## config.mk

```make
export PLATFORM = sky130hd
export DESIGN_NAME = fighter_renderer
export DESIGN_NICKNAME = d
export VERILOG_FILES = /design/src/rtl/fighter_renderer.sv
export SDC_FILE = /design/constraint.sdc
export NUM_CORES = 1
export LEC_CHECK = 0
export CORE_MARGIN = 5
export CORE_UTILIZATION = 38
export CTS_CLUSTER_SIZE = 12
export DETAILED_ROUTE_END_ITERATION = 10
export PLACE_DENSITY_LB_ADDON = 0.3
export SYNTH_ARGS = -nofsm -noshare
export SYNTH_HDL_FRONTEND = slang
export SYNTH_SLANG_ARGS = --single-unit
```

## constraint.sdc

```tcl
create_clock -name i_pixel_clk -period 2.1 [get_ports i_pixel_clk]
set_input_delay 0.42 -clock i_pixel_clk [delete_from_list [all_inputs] [get_ports i_pixel_clk]]
set_output_delay 0.42 -clock i_pixel_clk [all_outputs]
set_load 0.01 [all_outputs]
```

## src/rtl/fighter_renderer.sv

```systemverilog
// Two-player sprite renderer: VGA timing, per-frame player snapshot, dual sprite ROM fetch.
// Define MIRROR_P2_EN to draw player 2 horizontally flipped.
module fighter_renderer #(
  parameter int unsigned POSITION_DEPTH     = 10,
  parameter int unsigned SPRITE_INDEX_DEPTH = 4,
  parameter int unsigned STATE_DEPTH        = 4,
  parameter int unsigned SPRITE_W           = 32,
  parameter int unsigned SPRITE_H           = 64,
  parameter int unsigned SPRITE_TOP         = 336,
  parameter logic [7:0]  TRANSPARENT        = 8'h00,
  parameter logic [7:0]  BG_COLOR           = 8'h25,
  parameter int unsigned H_ACTIVE           = 640,
  parameter int unsigned H_FP               = 16,
  parameter int unsigned H_SYNC             = 96,
  parameter int unsigned H_BP               = 48,
  parameter int unsigned V_ACTIVE           = 480,
  parameter int unsigned V_FP               = 10,
  parameter int unsigned V_SYNC             = 2,
  parameter int unsigned V_BP               = 33
) (
  input  logic                                                   i_pixel_clk,
  input  logic                                                   i_rst_n,
  input  logic [POSITION_DEPTH-1:0]                              i_p1_position,
  input  logic [POSITION_DEPTH-1:0]                              i_p2_position,
  input  logic [SPRITE_INDEX_DEPTH-1:0]                          i_p1_sprite,
  input  logic [SPRITE_INDEX_DEPTH-1:0]                          i_p2_sprite,
  input  logic [STATE_DEPTH-1:0]                                 i_p1_state,
  input  logic [STATE_DEPTH-1:0]                                 i_p2_state,
  output logic [SPRITE_INDEX_DEPTH+$clog2(SPRITE_W*SPRITE_H)-1:0] o_p1_rom_addr,
  output logic [SPRITE_INDEX_DEPTH+$clog2(SPRITE_W*SPRITE_H)-1:0] o_p2_rom_addr,
  input  logic [7:0]                                             i_p1_rom_data,
  input  logic [7:0]                                             i_p2_rom_data,
  output logic [7:0]                                             o_rgb,
  output logic                                                   o_hsync,
  output logic                                                   o_vsync,
  output logic                                                   o_de,
  output logic                                                   o_frame_tick
);

  localparam int unsigned HTotal = H_ACTIVE + H_FP + H_SYNC + H_BP;
  localparam int unsigned VTotal = V_ACTIVE + V_FP + V_SYNC + V_BP;
  localparam int unsigned HW     = $clog2(HTotal);
  localparam int unsigned VW     = $clog2(VTotal);
  localparam int unsigned XW     = POSITION_DEPTH + 1;
  localparam int unsigned RowW   = $clog2(SPRITE_H);
  localparam int unsigned ColW   = $clog2(SPRITE_W);

  localparam logic [HW-1:0] HLast     = HW'(HTotal - 1);
  localparam logic [HW-1:0] HActive   = HW'(H_ACTIVE);
  localparam logic [HW-1:0] HSyncBeg  = HW'(H_ACTIVE + H_FP);
  localparam logic [HW-1:0] HSyncEnd  = HW'(H_ACTIVE + H_FP + H_SYNC);
  localparam logic [VW-1:0] VLast     = VW'(VTotal - 1);
  localparam logic [VW-1:0] VActive   = VW'(V_ACTIVE);
  localparam logic [VW-1:0] VSyncBeg  = VW'(V_ACTIVE + V_FP);
  localparam logic [VW-1:0] VSyncEnd  = VW'(V_ACTIVE + V_FP + V_SYNC);
  localparam logic [VW-1:0] VSprBeg   = VW'(SPRITE_TOP);
  localparam logic [VW-1:0] VSprEnd   = VW'(SPRITE_TOP + SPRITE_H);
  localparam logic [XW-1:0] SprWidth  = XW'(SPRITE_W);
  localparam logic [RowW-1:0] SprTopLo = RowW'(SPRITE_TOP);

  logic [HW-1:0] r_hcnt;
  logic [VW-1:0] r_vcnt;

  logic [POSITION_DEPTH-1:0]     r_p1_pos, r_p2_pos;
  logic [SPRITE_INDEX_DEPTH-1:0] r_p1_spr, r_p2_spr;
  logic [STATE_DEPTH-1:0]        r_p1_state, r_p2_state;
  logic                          r_snap_valid;

  logic r_p1_hit1, r_p2_hit1, r_de1, r_hs1, r_vs1;
  logic [7:0] r_rgb;
  logic r_de2, r_hs2, r_vs2, r_frame_tick;

  logic            w_snap;
  logic            w_de0, w_hs0, w_vs0, w_vin;
  logic [XW-1:0]   w_hx, w_x1, w_x2, w_x1_end, w_x2_end;
  logic            w_p1_hit, w_p2_hit;
  logic [RowW-1:0] w_row;
  logic [ColW-1:0] w_col1, w_col2_raw, w_col2;
  logic [7:0]      w_rgb_next;
  logic            w_unused_state;

  // Raster counters
  always_ff @(posedge i_pixel_clk or negedge i_rst_n) begin
    if (!i_rst_n) begin
      r_hcnt <= '0;
      r_vcnt <= '0;
    end else if (r_hcnt == HLast) begin
      r_hcnt <= '0;
      r_vcnt <= (r_vcnt == VLast) ? '0 : r_vcnt + 1'b1;
    end else begin
      r_hcnt <= r_hcnt + 1'b1;
    end
  end

  assign w_snap = (r_hcnt == '0) && (r_vcnt == VActive);

  always_ff @(posedge i_pixel_clk or negedge i_rst_n) begin
    if (!i_rst_n) begin
      r_p1_pos     <= '0;
      r_p2_pos     <= '0;
      r_p1_spr     <= '0;
      r_p2_spr     <= '0;
      r_p1_state   <= '0;
      r_p2_state   <= '0;
      r_snap_valid <= 1'b0;
      r_frame_tick <= 1'b0;
    end else begin
      r_frame_tick <= w_snap;
      if (w_snap) begin
        r_p1_pos     <= i_p1_position;
        r_p2_pos     <= i_p2_position;
        r_p1_spr     <= i_p1_sprite;
        r_p2_spr     <= i_p2_sprite;
        r_p1_state   <= i_p1_state;
        r_p2_state   <= i_p2_state;
        r_snap_valid <= 1'b1;
      end
    end
  end

  // State is latched for game-side consumers only; nothing here decodes it.
  assign w_unused_state = ^{r_p1_state, r_p2_state};

  assign w_de0 = (r_hcnt < HActive) && (r_vcnt < VActive);
  assign w_hs0 = !((r_hcnt >= HSyncBeg) && (r_hcnt < HSyncEnd));
  assign w_vs0 = !((r_vcnt >= VSyncBeg) && (r_vcnt < VSyncEnd));
  assign w_vin = (r_vcnt >= VSprBeg) && (r_vcnt < VSprEnd);

  // One extra bit keeps x+SPRITE_W from wrapping near the top of the position range.
  assign w_hx     = XW'(r_hcnt);
  assign w_x1     = {1'b0, r_p1_pos};
  assign w_x2     = {1'b0, r_p2_pos};
  assign w_x1_end = w_x1 + SprWidth;
  assign w_x2_end = w_x2 + SprWidth;

  assign w_p1_hit = w_vin && (w_hx >= w_x1) && (w_hx < w_x1_end) && r_snap_valid;
  assign w_p2_hit = w_vin && (w_hx >= w_x2) && (w_hx < w_x2_end) && r_snap_valid;

  assign w_row      = RowW'(r_vcnt) - SprTopLo;
  assign w_col1     = ColW'(r_hcnt) - ColW'(r_p1_pos);
  assign w_col2_raw = ColW'(r_hcnt) - ColW'(r_p2_pos);
`ifdef MIRROR_P2_EN
  assign w_col2 = ~w_col2_raw;
`else
  assign w_col2 = w_col2_raw;
`endif

  assign o_p1_rom_addr = {r_p1_spr, w_row, w_col1};
  assign o_p2_rom_addr = {r_p2_spr, w_row, w_col2};

  // Stage 1: ROM data lands this cycle; align control with it.
  always_ff @(posedge i_pixel_clk or negedge i_rst_n) begin
    if (!i_rst_n) begin
      r_p1_hit1 <= 1'b0;
      r_p2_hit1 <= 1'b0;
      r_de1     <= 1'b0;
      r_hs1     <= 1'b1;
      r_vs1     <= 1'b1;
    end else begin
      r_p1_hit1 <= w_p1_hit;
      r_p2_hit1 <= w_p2_hit;
      r_de1     <= w_de0;
      r_hs1     <= w_hs0;
      r_vs1     <= w_vs0;
    end
  end

  always_comb begin
    w_rgb_next = BG_COLOR;
    if (!r_de1) begin
      w_rgb_next = 8'h00;
    end else if (r_p1_hit1 && (i_p1_rom_data != TRANSPARENT)) begin
      w_rgb_next = i_p1_rom_data;
    end else if (r_p2_hit1 && (i_p2_rom_data != TRANSPARENT)) begin
      w_rgb_next = i_p2_rom_data;
    end
  end

  always_ff @(posedge i_pixel_clk or negedge i_rst_n) begin
    if (!i_rst_n) begin
      r_rgb <= 8'h00;
      r_de2 <= 1'b0;
      r_hs2 <= 1'b1;
      r_vs2 <= 1'b1;
    end else begin
      r_rgb <= w_rgb_next;
      r_de2 <= r_de1;
      r_hs2 <= r_hs1;
      r_vs2 <= r_vs1;
    end
  end

  assign o_rgb        = r_rgb;
  assign o_de         = r_de2;
  assign o_hsync      = r_hs2;
  assign o_vsync      = r_vs2;
  assign o_frame_tick = r_frame_tick;

endmodule

```

=== Word-level counts from Yosys, hierarchy flattened ===
Index checks and enable logic that the tools add are counted.

* Register bits after elaboration: 66
* Output and inout port bits: 42
* Logic and storage cells: 62

* Add/sub/neg operators: 7
* $lt $le $gt $ge: 12
* Equality and inequality tests: 3
* Muxes and demuxes: 5
* Reductions and logical operators: 18

{| class="wikitable"
|+ Operator list
! kind !! count
|-
| less-than comparator 10 x 9 -> 1 bit, second input constant || 3
|-
| 2-to-1 mux 8 bit || 3
|-
| adder 10 x 6 -> 11 bit, second input constant || 2
|-
| less-than comparator 10 x 11 -> 1 bit || 2
|-
| adder 10 x 1 -> 10 bit, second input constant || 2
|-
| == test 10 bit, second input constant || 2
|-
| greater-or-equal comparator 10 bit || 2
|-
| greater-or-equal comparator 10 x 9 -> 1 bit, second input constant || 2
|-
| less-than comparator 10 bit, second input constant || 2
|-
| 2-to-1 mux 10 bit || 2
|-
| nonzero test 8 bit || 2
|-
| logical AND 1 bit || 13
|-
| == test 10 x 9 -> 1 bit, second input constant || 1
|-
| greater-or-equal comparator 10 bit, second input constant || 1
|-
| logical NOT 10 bit || 1
|-
| subtractor 5 bit || 2
|-
| subtractor 6 x 5 -> 6 bit, second input constant || 1
|-
| logical NOT 1 bit || 2
|}

=== Depth between registers and ports, before layout ===
* Depth in word-level cells: 5
* Depth in mapped cells: 9

=== Least setup slack after synthesis ===
OpenSTA, ideal clock, no wires.

* Path kind: reg-to-reg
* Start point: reg r_hcnt[5]
* End point: reg r_vcnt[7]
* Setup time: 0.125 ns
* Data arrival time: 1.978 ns
* Required time: 1.975 ns
* Slack: -0.003 ns
* Stages on the path, launching flop included: 7
* Cells stage by stage: dfrtp_1 or4b_1 or3_1 buf_6 nor2_4 nand3_2 mux2_4

* Word-level cells in the longest chain between the ends: 1

{| class="wikitable"
|+ RTL lines
! what !! line !! text
|-
| start, declared || 61 || <nowiki>logic [HW-1:0] r_hcnt;</nowiki>
|-
| start signal, assigned || 91 || <nowiki>r_hcnt <= r_hcnt + 1'b1;</nowiki>
|-
| == test 10 bit || 87 || <nowiki>end else if (r_hcnt == HLast) begin</nowiki>
|-
| end signal, assigned || 89 || <nowiki>r_vcnt <= (r_vcnt == VLast) ? '0 : r_vcnt + 1'b1;</nowiki>
|-
| end, declared || 62 || <nowiki>logic [VW-1:0] r_vcnt;</nowiki>
|}

No other way between the ends.
A chain may end at the register's enable or synchronous reset.

=== Final worst setup path ===
* Start point: reg r_hcnt[0]
* End point: out o_p2_rom_addr[2]

* Word-level cells in the longest chain between the ends: 1

{| class="wikitable"
|+ RTL lines
! what !! line !! text
|-
| subtractor 5 bit || 141 || <nowiki>assign w_col2_raw = ColW'(r_hcnt) - ColW'(r_p2_pos);</nowiki>
|-
| end, declared || 30 || <nowiki>output logic [SPRITE_INDEX_DEPTH+$clog2(SPRITE_W*SPRITE_H)-1:0] o_p2_rom_addr,</nowiki>
|}

No other way between the ends.

==> key figures <==
Finish
  • Util after Layout: 56.2%
  • Most common cell after layout, fill and taps aside: clkdlybuf4s50_1
  • Most frequent cells in the layout: clkdlybuf4s50_1, dfrtp_1, buf_4, ha_1
  • Fill cells: 913
  • Area delta synth->final: 45.6%
  • Final #Nets: 634
  • Cell Count, Final, Fillers Out: 678
  • Ant diodes: 0
  • Layout cells sized above 1: 24.0%

Detailed routing
  • TritonRoute pass-1 iters: 4
  • Routed len/inst: 15.2 um
  • DR DRC count: 0
  • Vias: 3393
  • Detailed Route WL: 10300 um
  • Antenna Violating Nets Remaining: 0
  • Vias/cell: 5.00
  • DRT iter0 DRCs: 144

Logic synthesis
  • Register area share after synthesis: 41.7%
  • Main synth FF type: dfrtp_1
  • Syn Area/Cell: 10.2 sq um
  • Yosys warns: 0
  • Largest cells by area after synthesis: dfrtp_1, ha_1, mux2_1
  • Mapped Cells: 388
  • Largest area contributor in the synthesized netlist: dfrtp_1
  • EDFF count, synth: 0
  • Synth Register Bits: 66
  • Async S/R FF share, synth: 100%
  • Mapped Area: 3970 sq um
  • Yosys top cell area share: 39.1%
  • Syn_nets: 485
  • Synth cell types: 51

STA
  • Max Slew Vio Count: 0
  • Fmax: 409 MHz
  • Slew @ Worst Pin: 454 ps
  • Unrepaired setup endpoints after global routing: true
  • # setup viols final: 8
  • Max-Slew Margin vs Limit: 69.8%
  • Total Neg Setup Slack: -1390 ps
  • Final worst setup slack: -347 ps
  • Skew final: 11.0 ps
  • Final min period: 2450 ps
  • Hold Vio Cnt, Final: 0
  • Tcrit/Tclk final: 117%

Clock tree
  • H-tree levels: 3
  • Clock Latency Late Sink: 350 ps
  • CTS Sinks: 66
  • Clock root cell: clkbuf_8
  • Bufs on Longest Clock Path: 2
  • CTS tree: done
  • Clock transition at the registers of the reported paths: 80 ps
  • CTS Buf Count: 9

GRT
  • Largest net degree at the start of global routing: 52
  • Number of antenna violations at the first check in global routing: 0
  • GRT Resource Usage Total: 15.8%
  • First-pass GRT wire length: 16400 um
  • Number of global-route vias before repair: 3449
  • GRT Residual Overflow: 0

Flow run
  • Max-cap violation count: 0

Critical path
  • Worst Reg-to-Reg Cells: 9
  • Crit path kind: flop to output port
  • Critical Path Fanout Max: 3
  • Startpoint Class: flop
  • Critical Path AT: 2030 ps
  • CP required: 1680 ps
  • Crit. End Element: output port

Run status
  • Status: finished with violations
  • Violated checks: setup timing

Floorplanning
  • Die footprint: 12600 sq um
  • CORE AREA: 10300 sq um
  • Chip width: 112 um
  • Die height: 112 um
  • Initial core utilization: 38.6%
  • Rows: 37
  • Ports: 96

Pwr
  • Leakage power: 0.00259 uW
  • Maximum vdd drop: 243 uV
  • Power Density: 408 nW/um^2

Place
  • Routability cong.: 0.863
  • Hpwl dp: 7390 um
  • DP Worst Slack: -534 ps
  • Placed Instances: 644
  • PortBufs: 87

Worst hold path
  • Hold path cells: 0
  • Hold Path Class: flop to flop
-- logic make-up after synthesis --
family / Yosys count / synth area share (%)
AOI/OAI and AO/OA: 65 / 10.3
adders and majority gates: 43 / 13.9
DFF: 66 / 41.7
and+or+nand+nor: 117 / 15.5
buffers and inverters: 48 / 5.83
muxes: 30 / 8.57
xor gates and xnor gates: 19 / 4.19
-- stage by stage --
step                      cell area [sq um]  total power [uW]  hold slack [ps]
after CTS                              5570              2400              359
after global placement                 5280              1410              346
after global routing                   5780              2460              362
after detailed placement               5280              1420              347
after floorplan                        3970              1300              124
final                                  5780              2360              357
-- layout make-up --
cell class | instances | area, sq um | share of cell area (%)
multi-input combinational | 274 | 2250 | 38.9
sequential | 66 | 1660 | 28.8
timing repair buffer | 153 | 1410 | 24.3
tap | 136 | 170 | 2.94
clock buffer | 10 | 128 | 2.21
inverter | 33 | 124 | 2.14
clock inverter | 6 | 42.5 | 0.736
-- sequential cells by signal, indices dropped and copies added, names as in the netlist, 4 cells and up --
signal    cells
r_p1_pos     10
r_p2_spr      4
r_hcnt       10
r_p2_pos     10
r_p1_spr      4
r_vcnt       10
o_rgb         8
-- synthesized netlist by cell type (3+ instances only) --
cell / number
a21o_1: 6
and2_1: 3
nand3_1: 19
a21boi_1: 5
a21oi_1: 18
ha_1: 41
o31ai_1: 4
dfrtp_1: 62
nor2b_1: 4
nand2b_1: 4
o21ai_1: 10
o221a_1: 3
xnor2_1: 12
nand4_1: 9
nand2_1: 30
nor3_1: 7
nand3b_1: 3
xor2_1: 7
and3_1: 3
o21ai_0: 9
dfstp_2: 4
mux2_1: 28
nor2_1: 17
inv_1: 33
o21a_1: 3
buf_4: 11
nor4_1: 4
-- worst max-delay path, stage by stage, from the launching register on --
cell	delay (ps)
dfrtp_1	400
inv_2	120
ha_4	150
inv_2	40
fa_2	350
buf_4	140
buf_6	100
buf_6	110
xor2_1	120
buf_2	140
-- power breakdown --
group	internal [uW]	switching, uW	total, uW
logic	78.3	40.9	119
registers	1270	0	1270
clock network	431	540	971
-- layer usage --
metal / vias to the layer above / part of all wire, % / GRT usage (%)
met2: 94 / 49 / 26.5
met1: 1625 / 43 / 19.9
met5: - / 0 / 0
li1: 1661 / - / -
met3: 13 / 6.2 / 4.69
met4: 0 / 1.4 / 4.57
-- final timing paths --
check	from	to	slack, ps
max	r_hcnt[0]$_DFF_PN0_	o_p2_rom_addr[2]	-350
min reg2reg	r_vs1$_DFF_PN1_	o_vsync$_DFF_PN1_	360
min in group asynchronous	i_rst_n	r_p1_spr[3]$_DFFE_PN0P_	520
min	r_vs1$_DFF_PN1_	o_vsync$_DFF_PN1_	360
max reg2reg	r_hcnt[1]$_DFF_PN0_	r_vcnt[7]$_DFFE_PN0N_	10
max in group asynchronous	i_rst_n	r_hs1$_DFF_PN1_	920
-- what timing repair did --
item / CTS / global route
pin swaps: 12 / 15
setup endpoints to repair: 14 / 41
resized for setup: 62 / 29
hold endpoints to repair: 7 / 0
cloned: 0 / 2
hold buffers: 1 / 0
setup buffers: 5 / 12
Note: power is estimated with default switching activity, not from simulation.
